--- src/rtl/univ_reg_pkg.sv ---
// Shared operation codes for the universal register family.
// Latency: n/a (declarations only).
// Backpressure: n/a.
package univ_reg_pkg;

    // 3-bit operation select; the all-ones code is reserved and acts as HOLD.
    localparam logic [2:0] MODE_HOLD = 3'b000;
    localparam logic [2:0] MODE_LOAD = 3'b001;
    localparam logic [2:0] MODE_SHL  = 3'b010;
    localparam logic [2:0] MODE_SHR  = 3'b011;
    localparam logic [2:0] MODE_ROL  = 3'b100;
    localparam logic [2:0] MODE_ROR  = 3'b101;
    localparam logic [2:0] MODE_CLR  = 3'b110;
    localparam logic [2:0] MODE_RSV  = 3'b111;

endpackage

--- src/rtl/univ_shift_reg_n_sat_cnt.sv ---
// Saturating up-counter with synchronous clear and an at-max flag.
// Latency: count updates one cycle after inc/clr; max_out is combinational on the register.
// Backpressure: none; increments requested at MAX are absorbed (counter never wraps).
module sat_cnt_n #(
    parameter int MAX = 8,
    parameter int CW  = $clog2(MAX + 1)
) (
    input  logic          clk_in,
    input  logic          rst_n_in,
    input  logic          clr_in,
    input  logic          inc_in,
    output logic [CW-1:0] cnt_out,
    output logic          max_out
);

    localparam logic [CW-1:0] MAX_C = CW'(MAX);

    // Clear has priority over increment; increment stops once MAX is reached.
    always_ff @(posedge clk_in or negedge rst_n_in) begin
        if (!rst_n_in) begin
            cnt_out <= '0;
        end else if (clr_in) begin
            cnt_out <= '0;
        end else if (inc_in && (cnt_out != MAX_C)) begin
            cnt_out <= cnt_out + CW'(1);
        end
    end

    assign max_out = (cnt_out == MAX_C);

endmodule

--- src/rtl/univ_shift_reg_n.sv ---
// W-bit universal register: hold/load/shift/rotate/clear with a saturating shift counter.
// Latency: one cycle from mode_in sampled at the rising edge to q_out/cnt_out; done_out follows cnt_out.
// Backpressure: none; a new operation is accepted every cycle.
module univ_shift_reg_n
    import univ_reg_pkg::*;
#(
    parameter int               WIDTH   = 8,
    parameter logic [WIDTH-1:0] RST_VAL = {WIDTH{1'b0}},
    localparam int              CW      = $clog2(WIDTH + 1)
) (
    input  logic             clk_in,
    input  logic             rst_n_in,
    input  logic [2:0]       mode_in,
    input  logic [WIDTH-1:0] d_in,
    input  logic             si_in,
    output logic [WIDTH-1:0] q_out,
    output logic [CW-1:0]    cnt_out,
    output logic             done_out
);

    logic cnt_clr;
    logic cnt_inc;

    // LOAD and CLR restart the shift count; every shift or rotate advances it.
    always_comb begin
        cnt_clr = 1'b0;
        cnt_inc = 1'b0;
        case (mode_in)
            MODE_LOAD, MODE_CLR:                     cnt_clr = 1'b1;
            MODE_SHL, MODE_SHR, MODE_ROL, MODE_ROR:  cnt_inc = 1'b1;
            default: ;
        endcase
    end

    // Shift datapath; CLR forces zero rather than RST_VAL, and the reserved code holds.
    always_ff @(posedge clk_in or negedge rst_n_in) begin
        if (!rst_n_in) begin
            q_out <= RST_VAL;
        end else begin
            case (mode_in)
                MODE_LOAD: q_out <= d_in;
                MODE_SHL:  q_out <= {q_out[WIDTH-2:0], si_in};
                MODE_SHR:  q_out <= {si_in, q_out[WIDTH-1:1]};
                MODE_ROL:  q_out <= {q_out[WIDTH-2:0], q_out[WIDTH-1]};
                MODE_ROR:  q_out <= {q_out[0], q_out[WIDTH-1:1]};
                MODE_CLR:  q_out <= '0;
                default:   q_out <= q_out;
            endcase
        end
    end

    sat_cnt_n #(
        .MAX (WIDTH),
        .CW  (CW)
    ) u_sat_cnt (
        .clk_in   (clk_in),
        .rst_n_in (rst_n_in),
        .clr_in   (cnt_clr),
        .inc_in   (cnt_inc),
        .cnt_out  (cnt_out),
        .max_out  (done_out)
    );

endmodule

--- config.mk ---
export PLATFORM = sky130hd
export DESIGN_NAME = univ_shift_reg_n
export DESIGN_NICKNAME = d
export VERILOG_FILES = /design/src/rtl/univ_reg_pkg.sv /design/src/rtl/univ_shift_reg_n_sat_cnt.sv /design/src/rtl/univ_shift_reg_n.sv
export SDC_FILE = /design/constraint.sdc
export NUM_CORES = 1
export LEC_CHECK = 0
export BUFFER_PORTS_ARGS = -buffer_cell sky130_fd_sc_hd__clkbuf_2
export CORE_MARGIN = 2
export CORE_UTILIZATION = 53
export CTS_BUF_LIST = sky130_fd_sc_hd__clkbuf_4
export DETAILED_ROUTE_END_ITERATION = 7
export PLACE_DENSITY = 0.84
export SLEW_MARGIN = 30
export SYNTH_ARGS = -nofsm -noshare
export SYNTH_HDL_FRONTEND = slang
export SYNTH_SLANG_ARGS = --single-unit
--- constraint.sdc ---
create_clock -name clk_in -period 1.6 [get_ports clk_in]
set_input_delay 0 -clock clk_in [delete_from_list [all_inputs] [get_ports clk_in]]
set_output_delay 0 -clock clk_in [all_outputs]
set_load 0.005 [all_outputs]
==> flow_summary.toml <==
[sta]
finalCritPeriodShare_pct = 90.67
fin_crit_ns = 1.451
timing.final.max_slew_violations = 0
clock_skew_ns = 0.004628
setup_ws_ns = 0.1492
fin_setup_tns_ns = 0
fmax_ghz = 0.6893
finalHoldViolCount = 0
setup_viol = 0
tightestPinTransition_ns = 0.4656
grt_setup_unrepaired = "false"
relSlewSlack_pct = 68.96
whs_ns = 0.01943

[power_and_ir_drop]
switchingPower_w = 0.0003801
ir_worst_vdd_v = 0.0005023
clkPwrFrac_pct = 18.4
intPower_w = 0.0006463
swShare_pct = 37.04
power_frac_comb_pct = 36.0
p_leak_nw = 0.4958
seq_power_share_pct = 45.6
power_density_nw_per_um2 = 952.8

[drt]
antenna_left = 0
vias = 924
avgRoutedWirePerCell_um = 13.92
via_per_inst = 6.119
first_iter_violations = 12
postRouteWirelength_um = 2102
firstDrtPassIters = 4
drc = 0

[logic_synthesis]
synth_top_area_share_pct = 32.43
yosys.area.top_type = "dfrtp_1"
synth_area_leaders = "dfrtp_1 32%, mux2i_1 8.6%, o22ai_1 5.4%"
ys.flop_type = "dfrtp_1"
async_flop_share_pct = 100.0
synth_seq_cells = 12
yosysSeqAreaShare_pct = 32.43
synth_nets = 125
ys_warn_count = 0
syn-mean-instance-area_sq_um = 8.494
syn_inst = 109
synth_area_sq_um = 925.9
synth_common_cells = "12 x dfrtp_1, 9 x a21oi_1, 9 x nand2_1"
synth-edff-count = 0
yosysMostFrequentCell = "dfrtp_1"
ys_types = 34

[floorplan]
initial_core_util_pct = 54.81
rows = 15
die-area_sq_um = 2097
core-area_sq_um = 1689
die-height_um = 45.80
die_w_um = 45.80
io-pin-count = 27

[clock_tree]
clkTransAtPathRegs_ns = 0.08
h-tree-depth = 1
cts_sinks = 12
clock_latency_ns = 0.27
post_cts_buffers = 0
cts_resized = 0
cts_buffers = 3
cts_tree = "built"
cts_max_path_buffers = 2
cts_root_buf = "clkbuf_4"

[placed_design]
place_ws_ns = 0.1326
io_buffers = 26
gp_congestion = 0.8115
hpwl_um = 1586
post_dp_cell_area_sq_um = 1041

[critical_path]
crit_required_ns = 1.60
worstPathCellList = "inv_1 -> ha_1 -> nand2_1 -> nor2_1 -> clkbuf_2"
worstSetupEndpointType = "primary output"
cp_max_fo = 5
cp_slowest_cell = "dfrtp_1"
crit_type = "flop to primary output"
crit_family = "flip-flops"
start_kind = "flop"
cp_slowest_stage_delay_ns = 0.43
cp.arrival_ns = 1.45
cp_num_buf_inv = 2

[global_routing]
track_usage_pct = 21.70
grt_pass1_vias = 830
grt_max_degree = 24
overflow = 0
antenna_found_initial = 0
grt_pass1_wl_um = 3312

[final_layout]
fillCellCount = 146
diodes = 0
fin_util_pct = 63.78
drive_gt1_share_pct = 25.37
final_cell_area_sq_um = 1077
syn_to_final_growth_pct = 16.35
finalNetCount = 151

[status]
status = "complete, no violations"

[job]
drv_cap = 0

[hold_path]
hp-class = "input port to flop"
[metrics by stage]
stage	std cells	power [W]
4_1_cts	151	0.001042
3_5_place_dp	146	0.0008434
5_1_grt	151	0.001116
3_3_place_gp	146	0.0008215
2_1_floorplan	109	0.0006984
6_report	151	0.001026
[routing by layer]
layer | wire [um] | up-vias | part of all wire, % | track usage [%]
li1 | - | 457 | - | -
met1 | 824 | 431 | 39 | 24.45
met2 | 1140 | 34 | 54 | 39.15
met3 | 127 | 2 | 6.0 | 5.952
met4 | 10 | 0 | 0.48 | 6.857
met5 | 0 | - | 0 | 0
[worst paths after layout]
path	from	end	slack (ns)	cells past startpoint
min in group asynchronous	rst_n_in	q_out[5]	0.15	2
max in group asynchronous	rst_n_in	q_out[4]	1.20	2
hold reg to reg	u_sat_cnt.cnt_out[2]	u_sat_cnt.cnt_out[2]	0.58	2
setup / recovery	u_sat_cnt.cnt_out[0]	done_out	0.15	5
hold / removal	d_in[0]	q_out[0]	0.02	3
setup reg to reg	u_sat_cnt.cnt_out[0]	u_sat_cnt.cnt_out[1]	0.15	6
[area by class of cell]
class	count	area, sq um	share of cell area, %
multi-input cells	84	553.0	51.34
flip-flops and latches	12	300.3	27.87
repair buffers	29	155.1	14.40
clock buffers	3	22.52	2.091
inverters	5	21.27	1.974
well taps	17	21.27	1.974
clock inverters	1	3.754	0.3484
[cells by family (layout without fill, tap and decap cells)]
family,Yosys count,after routing,synth area share [%]
AOI/OAI and AO/OA,38,38,26.62
xor gates and xnor gates,3,3,2.838
adders and majority gates,4,4,5.000
buffers and inverters,13,38,7.837
DFF,12,12,32.43
muxes,9,9,9.865
and+or+nand+nor,30,30,15.41
[worst reg2reg max path: cells and delay by family, from the launching register on]
family                     cells  cell delay (ns)
AOI/OAI and AO/OA              1             0.10
muxes                          1             0.21
buffers and inverters          1             0.12
and+or+nand+nor                2             0.29
DFF                            1             0.43
adders and majority gates      1             0.17
[cells in the final DEF, fill, tap and decap left out, types with 2 or more instances in the layout]
cell type and instances:
buf_4 2, nand3_1 4, clkbuf_2 26, o21ai_0 7, clkbuf_4 3, mux2i_1 8
inv_1 4, ha_1 2, nor2b_1 3, a311oi_1 2, nand2_1 9, a21oi_1 9
nand2b_1 3, nor2_1 7, xnor2_1 2, nor3_1 2, o22ai_1 8, dfrtp_1 12
a221oi_1 3, a21boi_0 2
[timing repair]
item	CTS	global route
endpoints found under the setup margin	0	0
hold buffers	1	0
endpoints found under the hold margin	12	0
[registers in the layout, summed over array words and instances, names as in the netlist]
register	count
q_out	8
u_sat_cnt.cnt_out	4
[power groups by stage]
stage	registers (W)	clock network (W)	logic [W]
floorplan	0.000458	0	0.000241
global placement	0.000465	0	0.000357
detailed placement	0.000472	0	0.000371
CTS	0.000466	0.000201	0.000374
global route	0.000480	0.000211	0.000426
finish	0.000468	0.000189	0.000369
No activity file was read; power rests on OpenSTA's default activity.
